### src/rtl/seven_segment_pkg.sv
// Shared definitions for the seven-segment display reader: cathode patterns,
// decode classes, reader FSM states and the frame buffer layout.
package seven_segment_pkg;

  localparam logic [6:0] SEG_0     = 7'b0000001;
  localparam logic [6:0] SEG_1     = 7'b1001111;
  localparam logic [6:0] SEG_2     = 7'b0010010;
  localparam logic [6:0] SEG_3     = 7'b0000110;
  localparam logic [6:0] SEG_4     = 7'b1001100;
  localparam logic [6:0] SEG_5     = 7'b0100100;
  localparam logic [6:0] SEG_6     = 7'b0100000;
  localparam logic [6:0] SEG_7     = 7'b0001111;
  localparam logic [6:0] SEG_8     = 7'b0000000;
  localparam logic [6:0] SEG_9     = 7'b0000100;
  localparam logic [6:0] SEG_U     = 7'b1000001;
  localparam logic [6:0] SEG_E     = 7'b0110000;
  localparam logic [6:0] SEG_R     = 7'b0001000;
  localparam logic [6:0] SEG_F     = 7'b0111000;
  localparam logic [6:0] SEG_L     = 7'b1110001;
  localparam logic [6:0] SEG_BLANK = 7'b1111111;

  // Letters get codes above the BCD range so a frame keeps them distinguishable
  localparam logic [3:0] CODE_U = 4'd10;
  localparam logic [3:0] CODE_E = 4'd11;
  localparam logic [3:0] CODE_R = 4'd12;
  localparam logic [3:0] CODE_F = 4'd13;
  localparam logic [3:0] CODE_L = 4'd14;

  typedef enum logic [1:0] {
    CLASS_DIGIT   = 2'd0,
    CLASS_LETTER  = 2'd1,
    CLASS_BLANK   = 2'd2,
    CLASS_INVALID = 2'd3
  } code_class_t;

  typedef enum logic [1:0] {
    ST_IDLE    = 2'd0,
    ST_CONVERT = 2'd1,
    ST_PUBLISH = 2'd2
  } reader_state_t;

  // Position 7 in the top nibble down to position 0 in the bottom nibble
  localparam logic [31:0] OVERFLOW_CODES =
    {4'd0, CODE_U, CODE_E, CODE_R, CODE_F, CODE_L, 4'd0, CODE_U};

  typedef struct packed {
    logic [7:0]  present;
    logic [31:0] codes;
    logic        letter;
    logic        err;
  } frame_buf_t;

  localparam frame_buf_t FRAME_EMPTY =
    '{present: 8'd0, codes: 32'd0, letter: 1'b0, err: 1'b0};

  // Present positions must form a contiguous run starting at position 0
  function automatic logic frame_has_gap(input logic [7:0] present);
    return (present & (present + 8'd1)) != 8'd0;
  endfunction

  function automatic logic is_overflow_frame(input frame_buf_t f);
    return (f.present == 8'hFF) && (f.codes == OVERFLOW_CODES);
  endfunction

endpackage

### src/rtl/segment_pattern_decoder.sv
// Combinational decode of an active-low cathode pattern (A..G, A as MSB)
// into a code class and a 4-bit code.
module segment_pattern_decoder
  import seven_segment_pkg::*;
(
  input  logic [6:0]  cathodes,
  output code_class_t code_class,
  output logic [3:0]  code
);

  // Pattern table lookup; anything unlisted is invalid
  always_comb begin
    code_class = CLASS_INVALID;
    code       = 4'd0;
    case (cathodes)
      SEG_0:     begin code_class = CLASS_DIGIT;  code = 4'd0;   end
      SEG_1:     begin code_class = CLASS_DIGIT;  code = 4'd1;   end
      SEG_2:     begin code_class = CLASS_DIGIT;  code = 4'd2;   end
      SEG_3:     begin code_class = CLASS_DIGIT;  code = 4'd3;   end
      SEG_4:     begin code_class = CLASS_DIGIT;  code = 4'd4;   end
      SEG_5:     begin code_class = CLASS_DIGIT;  code = 4'd5;   end
      SEG_6:     begin code_class = CLASS_DIGIT;  code = 4'd6;   end
      SEG_7:     begin code_class = CLASS_DIGIT;  code = 4'd7;   end
      SEG_8:     begin code_class = CLASS_DIGIT;  code = 4'd8;   end
      SEG_9:     begin code_class = CLASS_DIGIT;  code = 4'd9;   end
      SEG_U:     begin code_class = CLASS_LETTER; code = CODE_U; end
      SEG_E:     begin code_class = CLASS_LETTER; code = CODE_E; end
      SEG_R:     begin code_class = CLASS_LETTER; code = CODE_R; end
      SEG_F:     begin code_class = CLASS_LETTER; code = CODE_F; end
      SEG_L:     begin code_class = CLASS_LETTER; code = CODE_L; end
      SEG_BLANK: begin code_class = CLASS_BLANK;  code = 4'd0;   end
      default:   begin code_class = CLASS_INVALID; code = 4'd0;  end
    endcase
  end

endmodule

### src/rtl/seven_segment_display_reader.sv
// Passive reader for the multiplexed 8-digit seven-segment bus: captures settled
// slots, rebuilds a frame and converts it to binary. SEVEN_SEGMENT_READER_SYNC_EN
// adds 2-flop synchronizers on Anodes/Cathodes for asynchronous pins.
module seven_segment_display_reader
  import seven_segment_pkg::*;
#(
  parameter int SETTLE_CYCLES = 16
)
(
  input  logic        Clock_100MHz,
  input  logic        Clear,
  input  logic        Enable,
  input  logic [7:0]  Anodes,
  input  logic [6:0]  Cathodes,
  input  logic        DP,
  output logic [26:0] Value,
  output logic [31:0] Digits,
  output logic        Valid,
  output logic        Overflow,
  output logic        Error
);

  localparam int             CNT_W      = $clog2(SETTLE_CYCLES + 1);
  localparam logic [CNT_W-1:0] CNT_MAX  = CNT_W'(SETTLE_CYCLES);
  localparam logic [CNT_W-1:0] CNT_FIRE = CNT_W'(SETTLE_CYCLES - 1);
  localparam logic [CNT_W-1:0] CNT_ONE  = CNT_W'(1);
  localparam logic [CNT_W-1:0] CNT_ZERO = CNT_W'(0);
  localparam logic [14:0]    PINS_IDLE  = {8'hFF, 7'h7F};

  logic [14:0]   pins_s;
  logic [14:0]   prev_r;
  logic [CNT_W-1:0] cnt_r;
  logic          changed_s;
  logic          capture_s;
  logic [7:0]    anode_low_s;
  logic          one_hot_s;
  logic          multi_s;
  logic [2:0]    pos_s;
  code_class_t   cls_s;
  logic [3:0]    code_s;
  frame_buf_t    collect_r;
  frame_buf_t    collect_next_s;
  frame_buf_t    snap_r;
  logic          collect_nonempty_s;
  logic          boundary_s;
  reader_state_t state_r;
  logic [2:0]    idx_r;
  logic [26:0]   acc_r;
  logic [3:0]    digit_s;
  logic          match_s;
  logic          ovf_s;
  logic          err_s;
  logic          unused_dp_s;

  assign unused_dp_s = DP;

`ifdef SEVEN_SEGMENT_READER_SYNC_EN
  logic [14:0] sync1_r;
  logic [14:0] sync2_r;

  // Two-stage synchronizer for the asynchronous display pins
  always_ff @(posedge Clock_100MHz or posedge Clear) begin
    if (Clear) begin
      sync1_r <= PINS_IDLE;
      sync2_r <= PINS_IDLE;
    end else begin
      sync1_r <= {Anodes, Cathodes};
      sync2_r <= sync1_r;
    end
  end

  assign pins_s = sync2_r;
`else
  assign pins_s = {Anodes, Cathodes};
`endif

  assign changed_s = (pins_s != prev_r);

  // Settle counter: restarts on any pin change, saturates once the slot is stable
  always_ff @(posedge Clock_100MHz or posedge Clear) begin
    if (Clear) begin
      prev_r <= PINS_IDLE;
      cnt_r  <= CNT_ZERO;
    end else begin
      prev_r <= pins_s;
      if (!Enable || changed_s) begin
        cnt_r <= CNT_ZERO;
      end else if (cnt_r != CNT_MAX) begin
        cnt_r <= cnt_r + CNT_ONE;
      end else begin
        cnt_r <= cnt_r;
      end
    end
  end

  assign capture_s   = Enable && !changed_s && (cnt_r == CNT_FIRE);
  assign anode_low_s = ~pins_s[14:7];
  assign one_hot_s   = (anode_low_s != 8'd0) &&
                       ((anode_low_s & (anode_low_s - 8'd1)) == 8'd0);
  assign multi_s     = (anode_low_s != 8'd0) && !one_hot_s;

  // Position of the (single) active anode
  always_comb begin
    pos_s = 3'd0;
    for (int i = 0; i < 8; i++) begin
      if (anode_low_s[i]) begin
        pos_s = 3'(i);
      end else begin
        pos_s = pos_s;
      end
    end
  end

  segment_pattern_decoder u_decoder (
    .cathodes   (pins_s[6:0]),
    .code_class (cls_s),
    .code       (code_s)
  );

  assign collect_nonempty_s = (collect_r.present != 8'd0) || collect_r.err;
  assign boundary_s         = capture_s && one_hot_s && (pos_s == 3'd0);

  // Next collect buffer; a position-0 capture starts a fresh frame
  always_comb begin
    collect_next_s = collect_r;
    if (capture_s && multi_s) begin
      collect_next_s.err = 1'b1;
    end else if (capture_s && one_hot_s) begin
      if (pos_s == 3'd0) begin
        collect_next_s = FRAME_EMPTY;
      end else begin
        collect_next_s = collect_r;
      end
      case (cls_s)
        CLASS_DIGIT: begin
          collect_next_s.present[pos_s]             = 1'b1;
          collect_next_s.codes[{pos_s, 2'b00} +: 4] = code_s;
        end
        CLASS_LETTER: begin
          collect_next_s.present[pos_s]             = 1'b1;
          collect_next_s.codes[{pos_s, 2'b00} +: 4] = code_s;
          collect_next_s.letter                     = 1'b1;
        end
        CLASS_BLANK: begin
          collect_next_s.present[pos_s]             = 1'b0;
          collect_next_s.codes[{pos_s, 2'b00} +: 4] = 4'd0;
        end
        CLASS_INVALID: collect_next_s.err = 1'b1;
        default:       collect_next_s.err = 1'b1;
      endcase
    end else begin
      collect_next_s = collect_r;
    end
  end

  // Collect buffer register
  always_ff @(posedge Clock_100MHz or posedge Clear) begin
    if (Clear) begin
      collect_r <= FRAME_EMPTY;
    end else begin
      collect_r <= collect_next_s;
    end
  end

  assign digit_s = snap_r.present[idx_r] ? snap_r.codes[{idx_r, 2'b00} +: 4] : 4'd0;
  assign match_s = is_overflow_frame(snap_r);
  assign ovf_s   = match_s && !snap_r.err;
  assign err_s   = snap_r.err || frame_has_gap(snap_r.present) ||
                   (snap_r.letter && !match_s);

  // Snapshot, serial BCD-to-binary conversion and result publication
  always_ff @(posedge Clock_100MHz or posedge Clear) begin
    if (Clear) begin
      state_r  <= ST_IDLE;
      snap_r   <= FRAME_EMPTY;
      idx_r    <= 3'd7;
      acc_r    <= 27'd0;
      Value    <= 27'd0;
      Digits   <= 32'd0;
      Valid    <= 1'b0;
      Overflow <= 1'b0;
      Error    <= 1'b0;
    end else begin
      Valid <= 1'b0;
      case (state_r)
        ST_IDLE: begin
          if (boundary_s && collect_nonempty_s) begin
            snap_r  <= collect_r;
            acc_r   <= 27'd0;
            idx_r   <= 3'd7;
            state_r <= ST_CONVERT;
          end else begin
            state_r <= ST_IDLE;
          end
        end
        ST_CONVERT: begin
          acc_r <= (acc_r << 3) + (acc_r << 1) + 27'(digit_s);
          if (idx_r == 3'd0) begin
            state_r <= ST_PUBLISH;
          end else begin
            idx_r <= idx_r - 3'd1;
          end
        end
        ST_PUBLISH: begin
          Valid    <= 1'b1;
          Overflow <= ovf_s;
          Error    <= err_s;
          if (!ovf_s && !err_s) begin
            Value  <= acc_r;
            Digits <= snap_r.codes;
          end
          state_r <= ST_IDLE;
        end
        default: state_r <= ST_IDLE;
      endcase
    end
  end

endmodule

### config.mk
export PLATFORM = sky130hd
export DESIGN_NAME = seven_segment_display_reader
export DESIGN_NICKNAME = d
export VERILOG_FILES = /design/src/rtl/seven_segment_pkg.sv /design/src/rtl/segment_pattern_decoder.sv /design/src/rtl/seven_segment_display_reader.sv
export SDC_FILE = /design/constraint.sdc
export NUM_CORES = 1
export LEC_CHECK = 0
export ABC_AREA = 1
export BUFFER_PORTS_ARGS = -buffer_cell sky130_fd_sc_hd__buf_4
export CAP_MARGIN = 20
export CORE_UTILIZATION = 56
export CTS_BUF_LIST = sky130_fd_sc_hd__clkbuf_16
export DETAILED_ROUTE_END_ITERATION = 6
export PLACE_DENSITY = 0.74
export SYNTH_ARGS = -nofsm -noshare
export SYNTH_HDL_FRONTEND = slang
export SYNTH_HIERARCHICAL = 1
export SYNTH_SLANG_ARGS = --single-unit
export TNS_END_PERCENT = 10
### constraint.sdc
create_clock -name Clock_100MHz -period 7.71 [get_ports Clock_100MHz]
set_input_delay 1.542 -clock Clock_100MHz [delete_from_list [all_inputs] [get_ports Clock_100MHz]]
set_output_delay 1.542 -clock Clock_100MHz [all_outputs]
set_load 0.05 [all_outputs]
=== After elaboration in Yosys (flattened, before gate mapping) ===
Index checks and enable logic that the tools add are counted.

* Flip-flop bits (word level): 198
* Output and inout bits: 62

* Bitwise logic cells: 7
* $add $sub $neg: 7
* Mux-type cells: 35
* Reduce and logical (&&, ||, !) cells: 47
* Magnitude comparators: 3
* Equal/unequal tests: 29
* Shifts and indexed selects: 4

{| class="wikitable"
|+ Operators with widths
! operator !! number
|-
| 2-to-1 mux 42 bit || 3
|-
| one-hot mux 40 bit (2 select lines) || 1
|-
| bitwise mux 32 bit || 2
|-
| one-hot mux 4 bit (14 select lines) || 1
|-
| one-hot mux 27 bit (2 select lines) || 1
|-
| == test 7 bit (second input constant) || 5
|-
| == test 32 x 28 -> 1 bit (second input constant) || 1
|-
| variable shift 4 x 7 -> 32 bit (first input constant) || 1
|-
| variable part select 32 x 6 -> 4 bit || 1
|-
| variable part select 4 x 7 -> 32 bit || 1
|-
| variable part select 4 x 7 -> 32 bit (first input constant) || 1
|-
| == test 7 x 6 -> 1 bit (second input constant) || 4
|-
| adder 27 bit || 1
|-
| adder 27 x 4 -> 27 bit || 1
|-
| 2-to-1 mux 27 bit || 1
|-
| bitwise AND 8 bit || 3
|-
| 2-to-1 mux 3 bit || 8
|-
| nonzero test 8 bit || 3
|-
| NOT 8 bit || 2
|-
| != test 15 bit || 1
|-
| == test 7 x 3 -> 1 bit (second input constant) || 2
|-
| == test 7 x 4 -> 1 bit (second input constant) || 2
|-
| logical AND 1 bit || 13
|-
| 2-to-1 mux 5 bit || 2
|-
| other kinds (39) || 71
|}

=== Logic depth before layout (Yosys ltp) ===
Gate-level depths: netlist of run 1.

* Depth in word-level cells: 15
* Depth in mapped cells: 23
* Depth with buffers taken out: 22

=== Modules after synthesis ===
The synthesis of run 1 kept the hierarchy.

{| class="wikitable"
|+ By module, submodules not included
! module !! seq. area each (um^2) !! cells each !! area an instance (um^2) !! instances
|-
| seven_segment_display_reader || 4977.3 || 1599 || 11629.9 || 1
|-
| segment_pattern_decoder || 0.0 || 79 || 407.9 || 1
|}

=== Worst setup path after synthesis of run 1 ===
OpenSTA, ideal clock, no wires.

* Path kind: input-to-reg
* Start point: input port Anodes[1]
* End point: register collect_r[33] in the netlist's numbering
* Buffers on the path: 4
* Arrival: 3559 ps
* Stages on the path: 17
* Setup slack: 4069 ps
* Cells stage by stage: inv_2 -> nand2_1 -> nand2_1 -> nand2_1 -> nand2_1 -> nand2_1 -> buf_2 -> buf_2 -> ha_1 -> ha_1 -> inv_1 -> clkbuf_1 -> clkbuf_1 -> nand3_1 -> nand2_1 -> nand2_1 -> o21ai_0

* Word-level cells in the longest chain between the ends: 14

{| class="wikitable"
|+ Ends and longest elaborated chain
! what !! RTL line !! source
|-
| start, declared || seven_segment_display_reader.sv:13 || <nowiki>input logic [7:0] Anodes,</nowiki>
|-
| branches (longest 14 deep; another with negator 5 -> 7 bit) || - ||
|-
| end signal, assigned || seven_segment_display_reader.sv:161 || <nowiki>collect_r <= collect_next_s;</nowiki>
|-
| end, declared || seven_segment_display_reader.sv:41 || <nowiki>frame_buf_t collect_r;</nowiki>
|}

Parallel ways; which one is timed is not known. The select of a mux whose other input is x is not followed.
A chain may end at the register's enable or synchronous reset.

=== Worst setup path after layout of run 1 ===
* Start point: input port Anodes[1]
* End point: register snap_r[7] in the netlist's numbering

* Word-level cells in the longest chain between the ends: 12

{| class="wikitable"
|+ Ends and longest elaborated chain
! what !! RTL line !! source
|-
| branches (longest 9 deep; another with subtractor 8 x 1 -> 8 bit) || - ||
|-
| logical AND 1 bit (*) || seven_segment_display_reader.sv:121 || <nowiki>assign boundary_s = capture_s && one_hot_s && (pos_s == 3'd0);</nowiki>
|-
| logical AND 1 bit (*) || seven_segment_display_reader.sv:187 || <nowiki>if (boundary_s && collect_nonempty_s) begin</nowiki>
|-
| AND reduction 2 bit (no source line) (*) || - ||
|-
| end signal, assigned || seven_segment_display_reader.sv:188 || <nowiki>snap_r <= collect_r;</nowiki>
|-
| end, declared || seven_segment_display_reader.sv:43 || <nowiki>frame_buf_t snap_r;</nowiki>
|}

Mark *: on every way between the ends.

==> summary.txt, run 1 <==
CP max FO = 32
First-pass DRT Iterations = 6
die height = 148.6 um
endpoints failing hold = 0
post-DP HPWL = 22030 um
DR iter-0 viols = 863
EDFF count, synth = 0
io pins = 81
residual DRC count = 0
vias = 11140
total congestion overflow = 0
Ys Warns = 6
final instance area = 13380 um2
Logic pwr share = 5.0%
nets = 1802
Syn Nets = 1757
Sequential Area = 4977 um2
port bufs = 79
Lkg Pwr = 7.015 nW
NetSw = 0.0005186 W
Clock Latency Late Sink = 0.45 ns
n_diodes = 0
status = finished, final reports clean
Post-Synthesis Cells = 1678
Switching Fraction = 25.28%
TritonCTS Buffers = 17
Clock Power Share = 44.0%
WP data arrival = 4.99 ns
PostCTS Resize Cnt = 0
Seq cells post-synth = 198
worst setup path category = in -> reg
Seq pwr share = 51.0%
RSZ-0062 raised after global routing = no
worst hold path startpoint = Digits[1]$_DFFE_PP0P_
Cell Area, Synth = 12040 um2
Core Area = 21020 um2
R2R Path Start = idx_r[0]$_DFFE_PP1P_
Fin Clk Skew = 0.01996 ns
Placed Cells = 1979
first-pass GRT wire length = 50670 um
R2R cell count = 17
Clock transition at path regs = 0.07 ns
Vias per Instance = 5.541
R2R setup slack = 3.41 ns
Avg Cell Area, Syn = 7.174 um2
Final Setup Violations = 0
die width = 148.6 um
Row Count = 53
Post-Place Cell Area = 12790 um2
Fill cells = 1905
area delta synth->final = 11.13%
drt wl/cell = 15.20 um
crit end category = flop
routability cong. = 0.9508
Unique masters post-synth = 43
vias in the first global route = 10110
CP startpoint kind = input port
die area = 22090 um2
worst slew pin tran = 1.013 ns
Worst Hold Endpoint = Digits[1]$_DFFE_PP0P_
Initial Utilization = 57.26%
VDD IR max = 0.1567 mV
Max clock buf depth = 2
worst endpoint required time = 8.09 ns
Layout Cells excl Fill = 2011
CTS tree = yes
Total Power = 0.002052 W
area of the multi-input gates = 6083 um2
Hold Path Class = reg -> reg
TritonCTS Sinks = 198
MaxCap Viol Count = 0
Post-DRT Antenna Nets = 0
reg-to-reg endpoint = acc_r[16]$_DFFE_PP0P_
Relative slew margins = 32.45%
crit path time final = 4.610 ns
Pint = 0.001533 W
PwrDens = 153.4 nW/um2
hold path cells = 2
initial antenna violation count = 0
setup TNS = 0 ns
Tcrit/Tclk final = 59.79%
Post-CTS Setup Bufs = 0
Pins Over Slew Limit = 0
Post-synth ARST share = 100.0%
hold buffers post-CTS = 0
Total GRT Usage = 28.80%
predominant post-synthesis flop cell = dfrtp_1
f_max = 216.9 MHz
sequential-to-total area share from yosys stat = 41.35%
layout cell share with drive strength beyond 1 = 10.94%
htree depth = 4
CTS root buffer = clkbuf_16
largest net degree at the start of global routing = 144
Total Wirelength = 30570 um
==> power groups by stage <==
stage,Sequential (W),Clock [W],Combinational [W]
floorplan,0.00107,0,0.0000708
global placement,0.00107,0,0.000102
detailed placement,0.00107,0,0.000103
CTS,0.00105,0.000917,0.000104
global route,0.00105,0.000960,0.000118
finish,0.00105,0.000902,0.000103
==> layout make-up <==
| class | instances | share of cell area, % |
|---|---|---|
| clock inverters | 15 | 1.244 |
| inverters | 192 | 5.443 |
| flip-flops and latches | 198 | 37.21 |
| repair buffers | 87 | 4.882 |
| clock buffers | 17 | 3.180 |
| multi-input cells | 1227 | 45.47 |
| well taps | 275 | 2.572 |
==> worst max-delay path: stages <==
cell and delay (ns):
buf_4 0.11, inv_2 0.04, nand2_1 0.05, nand2_1 0.04, nand2_1 0.07, nand2_1 0.10, nand2_1 0.52, ha_1 0.26
ha_1 0.57, inv_1 0.62, nor2_1 0.76, nand3_1 0.18, nand2_1 0.10
==> worst max path at each step <==
stage,startpoint,end,slack [ns],depth (start not counted)
after floorplan,Clear,Digits[0]$_DFFE_PP0P_,0.80,1
after global placement,Anodes[1],snap_r[9]$_DFFE_PP0P_,2.71,13
after detailed placement,Anodes[1],snap_r[7]$_DFFE_PP0P_,2.69,13
after CTS,Anodes[1],snap_r[7]$_DFFE_PP0P_,3.12,13
after global routing,Anodes[1],snap_r[7]$_DFFE_PP0P_,2.69,13
final,Anodes[1],snap_r[7]$_DFFE_PP0P_,3.10,13
==> through the flow <==
stage | setup WS (ns) | util (%) | hold WS (ns)
floorplan | 0.8005 | - | 0.4491
CTS | 3.124 | 63.64 | 0.4772
detailed placement | 2.694 | 60.82 | 0.4601
finish | 3.100 | 63.64 | 0.4734
global placement | 2.710 | 60.82 | 0.4552
global route | 2.689 | 63.64 | 0.4974
==> cell families after synthesis <==
logic type      Yosys count  share of synthesized area (%)
xor+xnor                  3                         0.2183
flops                   198                          41.35
compound gates          212                          9.147
simple gates            952                          34.68
fa+ha+maj                60                          6.361
buf+inv                 253                          8.242
==> per-layer routing <==
layer | up-vias | share of wire [%] | GRT usage [%]
li1 | 5571 | - | -
met1 | 5178 | 47 | 42.16
met2 | 352 | 45 | 44.63
met3 | 42 | 5.7 | 3.865
met4 | 0 | 1.6 | 7.990
met5 | - | 0 | 0
==> state kept, by name (all words and copies together) (netlist names) <==
name / flops
snap_r: 42
cnt_r: 5
collect_r: 42
prev_r: 15
idx_r: 3
Valid: 1
state_r: 2
acc_r: 27
Overflow: 1
Value: 27
Error: 1
Digits: 32
==> cell usage after synthesis, types with 3 or more instances <==
master / n / area, um2
nand2_1: 535 / 2008
dfrtp_1: 180 / 4504
inv_1: 177 / 664.4
nor2_1: 140 / 525.5
nand3_1: 119 / 595.6
o21ai_0: 105 / 525.5
nand4_1: 90 / 563.0
ha_1: 58 / 725.7
a21oi_1: 53 / 265.3
clkbuf_1: 41 / 153.9
o21ai_1: 33 / 165.2
nor3_1: 24 / 120.1
dfstp_2: 18 / 473.0
inv_2: 14 / 52.55
nand2_2: 12 / 75.07
o22ai_1: 12 / 75.07
buf_2: 7 / 35.03
buf_4: 7 / 52.55
nor2_2: 7 / 43.79
buf_1: 5 / 18.77
nor2_4: 5 / 56.30
nand3_2: 4 / 40.04
nand3b_1: 3 / 22.52
nor3b_1: 3 / 22.52
o21bai_1: 3 / 22.52
or2_2: 3 / 18.77
==> cells in the final DEF (no fill, tap or decap), drive strengths merged <==
master / n
a21oi: 53
clkbuf: 17
nand4: 92
ha: 58
xnor2: 1
nor2: 152
o21bai: 3
o21ai: 139
a211oi: 1
clkinv: 4
nor3: 26
nor3b: 3
clkinvlp: 1
bufinv: 1
or2: 3
fa: 2
a21o: 2
inv: 201
and2: 1
dfstp: 18
buf: 87
o22ai: 12
xor2: 2
o211ai: 1
nand3: 123
nand3b: 3
nor4: 1
dfrtp: 180
nand2: 548
o2111ai: 1
(Power assumes the default switching activity.)
==> inputs of run 2 (changes only) <==
ABC_AREA = 0   (was 1)
clock period = 4.3 ns   (was 7.71 ns; I/O delays follow)
==> run 2 against run 1 <==
Against the previous run:
- clock skew down 0.011 ns
- sequential power up 79%
- critical path depth up 1
- combinational power up 46%
- highest routed layer unchanged
- design area down 12%
- flip-flop and latch count unchanged
==> summary.txt, run 2 <==
status = finished, final reports clean
TritonCTS Buffers = 17 (unchanged)
total congestion overflow = 0 (unchanged)
f_max = 240.5 MHz
routability cong. = 0.9584 (+0.80%)
Total Wirelength = 21940 um (-28%)
Clock Latency Late Sink = 0.44 ns (about the same)
die height = 137.7 um (-7.3%)
die width = 137.7 um (-7.3%)
Final Setup Violations = 0 (unchanged)
CTS tree = yes
port bufs = 79 (unchanged)
residual DRC count = 0 (unchanged)
Total Power = 0.003540 W (+73%)
Post-synth ARST share = 100.0% (unchanged)
endpoints failing hold = 0 (unchanged)
io pins = 81 (unchanged)
CP max FO = 3 (-91%)
DR iter-0 viols = 460 (-47%)
post-DP HPWL = 15740 um (-29%)
Avg Cell Area, Syn = 11.37 um2 (+59%)
layout cell share with drive strength beyond 1 = 26.20% (+15 points)
VDD IR max = 0.2979 mV (+90%)
Vias per Instance = 6.021 (+8.7%)
hold buffers post-CTS = 0 (unchanged)
die area = 18970 um2 (-14%)
worst slew pin tran = 0.9674 ns (-0.04578 ns)
Relative slew margins = 35.37% (+2.9 points)
nets = 1062 (-41%)
RSZ-0062 raised after global routing = no
Cell Area, Synth = 10320 um2 (-14%)
initial antenna violation count = 0 (unchanged)
htree depth = 4 (unchanged)
Synth top area share = 43.66% (+6.2 points)
crit end category = flop
crit path time final = 4.157 ns
area delta synth->final = 14.03%
setup TNS = 0 ns (unchanged)
ranking of synthesized cells by area = dfrtp_1 44%, mux2_2 9.9%, ha_1 7.0%
Fin Clk Skew = 0.008664 ns (-0.01129 ns)
n_diodes = 0 (unchanged)
first-pass GRT wire length = 35660 um (-30%)
Initial Utilization = 57.23% (about the same)
Post-Synthesis Cells = 907 (-46%)
Clock transition at path regs = 0.07 ns (about the same)
Syn Nets = 986 (-44%)
worst setup path category = reg -> reg
vias in the first global route = 7007 (-31%)
top post-synthesis cells by count = 180 x dfrtp_1, 91 x mux2_2, 75 x nand2_1
EDFF count, synth = 0 (unchanged)
predominant post-synthesis flop cell = dfrtp_1
sequential-to-total area share from yosys stat = 48.25% (+6.9 points)
CP startpoint kind = flop
Total GRT Usage = 24.53% (-4.3 points)
Hold Path Class = reg -> reg
most frequent cells in the layout = 180 x dfrtp_1, 93 x buf_4, 91 x mux2_2
worst endpoint required time = 4.63 ns (-3.46 ns)
First-pass DRT Iterations = 5 (-1)
largest net degree at the start of global routing = 73 (-49%)
WP data arrival = 4.48 ns (-0.51 ns)
commonest non-fill, non-tap cell in the layout = dfrtp_1
Pins Over Slew Limit = 0 (unchanged)
MaxCap Viol Count = 0 (unchanged)
Post-DRT Antenna Nets = 0 (unchanged)
Max clock buf depth = 2 (unchanged)
Seq cells post-synth = 198 (unchanged)
dominant cell type by area after synthesis = dfrtp_1
Ys Warns = 6 (unchanged)
Tcrit/Tclk final = 96.69%
CTS root buffer = clkbuf_16
vias = 7376 (-34%)
TritonCTS Sinks = 198 (unchanged)
Row Count = 49 (-7.5%)
drt wl/cell = 17.91 um (+18%)
Unique masters post-synth = 73 (+70%)
Lkg Pwr = 5.689 nW (-19%)
largest registers = collect_r (42), snap_r (42), Digits (32)
most frequent cell after synthesis = dfrtp_1
Core Area = 18020 um2 (-14%)
PwrDens = 300.9 nW/um2 (+96%)
[run 2: cell types whose count changed in the layout (fill, tap and decap cells not counted), moves of 24 or more]
cell / delta
nand2_1: -459
nand3_1: -103
xnor2_1: +24
o21ai_1: -32
nand4_1: -79
o21ai_0: -60
mux2_2: +91
nor2_1: -100
a22o_1: +34
inv_1: -148
[run 2: final timing paths]
path	cells after the start	slack [ns]	to	start
max	14	0.14	acc_r[25]$_DFFE_PP0P_	idx_r[0]$_DFFE_PP1P_
min reg2reg	1	0.50	Value[24]$_DFFE_PP0P_	Value[24]$_DFFE_PP0P_
min in group asynchronous	2	0.62	acc_r[24]$_DFFE_PP0P_	Clear
min	1	0.50	Value[24]$_DFFE_PP0P_	Value[24]$_DFFE_PP0P_
max reg2reg	14	0.14	acc_r[25]$_DFFE_PP0P_	idx_r[0]$_DFFE_PP1P_
max in group asynchronous	3	2.70	prev_r[6]$_DFF_PP1_	Clear
[run 2: critical path, cell delays in order, from the launching register on]
cell and delay (ns):
dfstp_2 0.57, mux4_2 0.52, mux2i_2 0.22, a21o_1 0.15, fa_1 0.43, inv_1 0.08, ha_1 0.22, a21oi_1 0.18
nand4b_1 0.17, a21oi_1 0.13, o211ai_1 0.32, a21oi_2 0.13, o311a_1 0.36, or3_1 0.32, a32o_1 0.25
[run 2: timing repair]
item | in CTS | in global routing
endpoints found under the setup margin | 0 | 4
gates resized for setup | 0 | 4
buffers inserted | 0 | 1
[run 2: metrics by stage]
stage                     area (um2)  util [%]  hold WS (ns)  instances  worst slack (ns)
after floorplan                10320         -        0.4603        907           0.06637
after global placement         11180     62.02        0.4776       1192            0.1866
after detailed placement       11180     62.02        0.4847       1192            0.1188
after CTS                      11750     65.16        0.5033       1224           0.07289
after global routing           11760     65.26        0.5210       1225           0.01330
final                          11760     65.26        0.4956       1225            0.1425
[run 2: final cells by class]
type | count | area [um2]
well taps | 229 | 286.5
inverters | 32 | 123.9
repair buffers | 98 | 789.5
clock buffers | 17 | 425.4
flip-flops and latches | 198 | 4977
clock inverters | 15 | 140.1
fillers | 1432 | 6261
multi-input cells | 636 | 5021
[run 2: power breakdown]
group          internal [W]  switching [W]  total [W]  leakage (nW)
combinational     0.0000466       0.000104   0.000150          2.84
clock              0.000767       0.000746    0.00151         0.273
sequential          0.00187     0.00000310    0.00188          2.57
[run 2: logic make-up after synthesis]
| group | Yosys count | share of synthesized area, % |
|---|---|---|
| AOI/OAI and AO/OA | 195 | 12.98 |
| DFF | 198 | 48.25 |
| and+or+nand+nor | 232 | 11.67 |
| xor gates and xnor gates | 31 | 2.632 |
| adders and majority gates | 62 | 7.617 |
| buffers and inverters | 73 | 3.166 |
| muxes | 116 | 13.69 |
[run 2: layer usage]
metal / routed length [um] / track usage, % / up-vias
li1: - / - / 3502
met1: 9842 / 33.14 / 3619
met2: 10710 / 39.78 / 221
met3: 1007 / 4.746 / 34
met4: 375 / 7.850 / 0
met5: 0 / 0 / -
==> inputs of run 3 (changes only) <==
--- a/config.mk
+++ b/config.mk
@@ -10,6 +10,7 @@
 export CAP_MARGIN = 20
-export CORE_UTILIZATION = 56
+export CORE_MARGIN = 1.5
+export CORE_UTILIZATION = 30
 export CTS_BUF_LIST = sky130_fd_sc_hd__clkbuf_16
 export DETAILED_ROUTE_END_ITERATION = 6
-export PLACE_DENSITY = 0.74
+export PLACE_DENSITY = 0.45
 export SYNTH_ARGS = -nofsm -noshare
--- a/constraint.sdc
+++ b/constraint.sdc
@@ -3,2 +3,2 @@
 set_output_delay 0.86 -clock Clock_100MHz [all_outputs]
-set_load 0.05 [all_outputs]
+set_load 0.01 [all_outputs]
==> run 3 against run 2 <==
Against the previous run:
- design area rose by 3.6%
- worst hold slack got worse by 0.022 ns
- fmax barely moved
- critical endpoint unchanged
- largest power group unchanged
==> summary.txt, run 3 (synthesis gave the netlist of run 2 again) <==
Fill cells = 3389 (+140%)
Clock Latency Late Sink = 0.44 ns (about the same)
status = finished, final reports clean
Post-DRT Antenna Nets = 0 (unchanged)
Max clock buf depth = 2 (unchanged)
f_max = 240.5 MHz (about the same)
residual DRC count = 0 (unchanged)
Final Setup Violations = 0 (unchanged)
Hold Path Class = in -> async
area delta synth->final = 18.13%
max incr delay on CP = 0.57 ns (about the same)
Placed Cells = 1426 (+20%)
Layout Cells excl Fill = 1458 (+19%)
nets = 1076 (+1.3%)
vias in the first global route = 7285 (+4.0%)
drt wl/cell = 17.70 um (-1.2%)
CTS tree = yes
Total GRT Usage = 15.06% (-9.5 points)
crit path time final = 4.158 ns (+0.0003460 ns)
Clock transition at path regs = 0.08 ns (about the same)
worst setup path category = reg -> reg
TritonCTS Sinks = 198 (unchanged)
die height = 188.4 um (+37%)
Worst Setup SP = idx_r[0]$_DFFE_PP1P_
CP endpoint = acc_r[25]$_DFFE_PP0P_
crit-path most repeated cell = a21oi_1
post-DP HPWL = 18780 um (+19%)
first-pass GRT wire length = 42120 um (+18%)
htree depth = 4 (unchanged)
worst endpoint required time = 4.63 ns (about the same)
reg-to-reg endpoint = acc_r[25]$_DFFE_PP0P_
VDD IR max = 0.2720 mV (-8.7%)
R2R setup slack = 0.14 ns (about the same)
CTS root buffer = clkbuf_16
largest registers = collect_r (42), snap_r (42), Digits (32)
Vias per Instance = 4.999 (-17%)
crit end category = flop
Slowest-stage cell, CP = dfstp_2
total congestion overflow = 0 (unchanged)
io pins = 81 (unchanged)
Initial Utilization = 30.61% (-27 points)
largest net degree at the start of global routing = 60 (-18%)
Core Area = 33700 um2 (+87%)
RSZ-0062 raised after global routing = yes
Pins Over Slew Limit = 0 (unchanged)
First-pass DRT Iterations = 4 (-1)
Post-CTS Setup Bufs = 0 (unchanged)
layout cell share with drive strength beyond 1 = 27.43% (+1.2 points)
WP data arrival = 4.49 ns (about the same)
PwrDens = 301.0 nW/um2 (about the same)
Tcrit/Tclk final = 96.69% (about the same)
worst path cell trace = buf_4 > mux4_2 > nand2_1 > a21o_1 > fa_1 > inv_1 > ha_1 > a21oi_1 > nand4b_1 > a21oi_1 > o211ai_1 > a21oi_1 > o311a_1 > or3_1 > a32o_1
CP startpoint kind = flop
Row Count = 67 (+37%)
Fin Clk Skew = 0.01463 ns (+0.005966 ns)
R2R cell count = 15 (+1)
commonest non-fill, non-tap cell in the layout = dfrtp_1
die width = 188.4 um (+37%)
vias = 7288 (-1.2%)
CP max FO = 6 (+3)
n_diodes = 0 (unchanged)
family with the most delay on the worst path = compound AO/OA/AOI/OAI gates
Worst path depth = 15 (+1)
initial antenna violation count = 0 (unchanged)
routability cong. = 0.8569 (-11%)
worst slew pin tran = 0.9993 ns (+0.03184 ns)
MaxCap Viol Count = 0 (unchanged)
Total Wirelength = 25800 um (+18%)
port bufs = 79 (unchanged)
most frequent cells in the layout = 180 x dfrtp_1, 107 x buf_4, 91 x mux2_2
Relative slew margins = 32.94% (-2.4 points)
Lkg Pwr = 5.789 nW (+1.8%)
Bufs and invs on worst path = 2 (+1)
DR iter-0 viols = 408 (-11%)
TritonCTS Buffers = 17 (unchanged)
R2R Path Start = idx_r[0]$_DFFE_PP1P_
setup TNS = 0 ns (unchanged)
endpoints failing hold = 0 (unchanged)
die area = 35510 um2 (+87%)
==> run 3: area by class of cell <==
type | count | area [um2] | share of cell area (%)
clock buffer | 17 | 425.4 | 3.491
multi-input combinational | 636 | 5027 | 41.25
tap | 448 | 560.5 | 4.600
clock inverter | 15 | 168.9 | 1.386
inverter | 32 | 123.9 | 1.016
sequential | 198 | 4977 | 40.84
timing repair buffer | 112 | 903.4 | 7.413
==> run 3: stage by stage <==
stage | hold WS (ns) | power, W | utilization, % | worst slack [ns] | area, um2
global route | 0.4819 | 0.003824 | 36.16 | -0.07154 | 12190
global placement | 0.4728 | 0.002071 | 34.36 | 0.1426 | 11580
CTS | 0.4691 | 0.003734 | 36.12 | 0.1086 | 12170
detailed placement | 0.4810 | 0.002071 | 34.36 | 0.1180 | 11580
finish | 0.4731 | 0.003668 | 36.16 | 0.1422 | 12190
floorplan | 0.4603 | 0.002013 | - | 0.06637 | 10320
==> run 3: routing by layer <==
metal / up-vias / wire [um] / GRT usage (%)
li1: 3535 / - / -
met1: 3619 / 12360 / 20.88
met2: 112 / 12470 / 24.47
met3: 22 / 629 / 2.384
met4: 0 / 342 / 3.938
met5: - / 0 / 0
==> run 3: worst min path at each step <==
stage | endpoint | depth (start not counted) | from | slack (ns)
6_report | Value[21]$_DFFE_PP0P_ | 2 | Clear | 0.47
5_1_grt | acc_r[22]$_DFFE_PP0P_ | 2 | Clear | 0.48
4_1_cts | acc_r[23]$_DFFE_PP0P_ | 2 | Clear | 0.47
3_5_place_dp | collect_r[24]$_DFFE_PP0P_ | 1 | collect_r[24]$_DFFE_PP0P_ | 0.48
3_3_place_gp | Value[23]$_DFFE_PP0P_ | 1 | Value[23]$_DFFE_PP0P_ | 0.47
2_1_floorplan | collect_r[12]$_DFFE_PP0P_ | 1 | collect_r[12]$_DFFE_PP0P_ | 0.46
==> run 3: timing repair <==
item	CTS	global route
gates resized for setup	0	5
setup endpoints to repair	0	6
hold buffers	0	0
==> run 3: power by group <==
| part | switching [W] | internal (W) |
|---|---|---|
| clock | 0.000810 | 0.000828 |
| sequential | 0.00000292 | 0.00187 |
| combinational | 0.000107 | 0.0000472 |
| total | 0.000920 | 0.00275 |
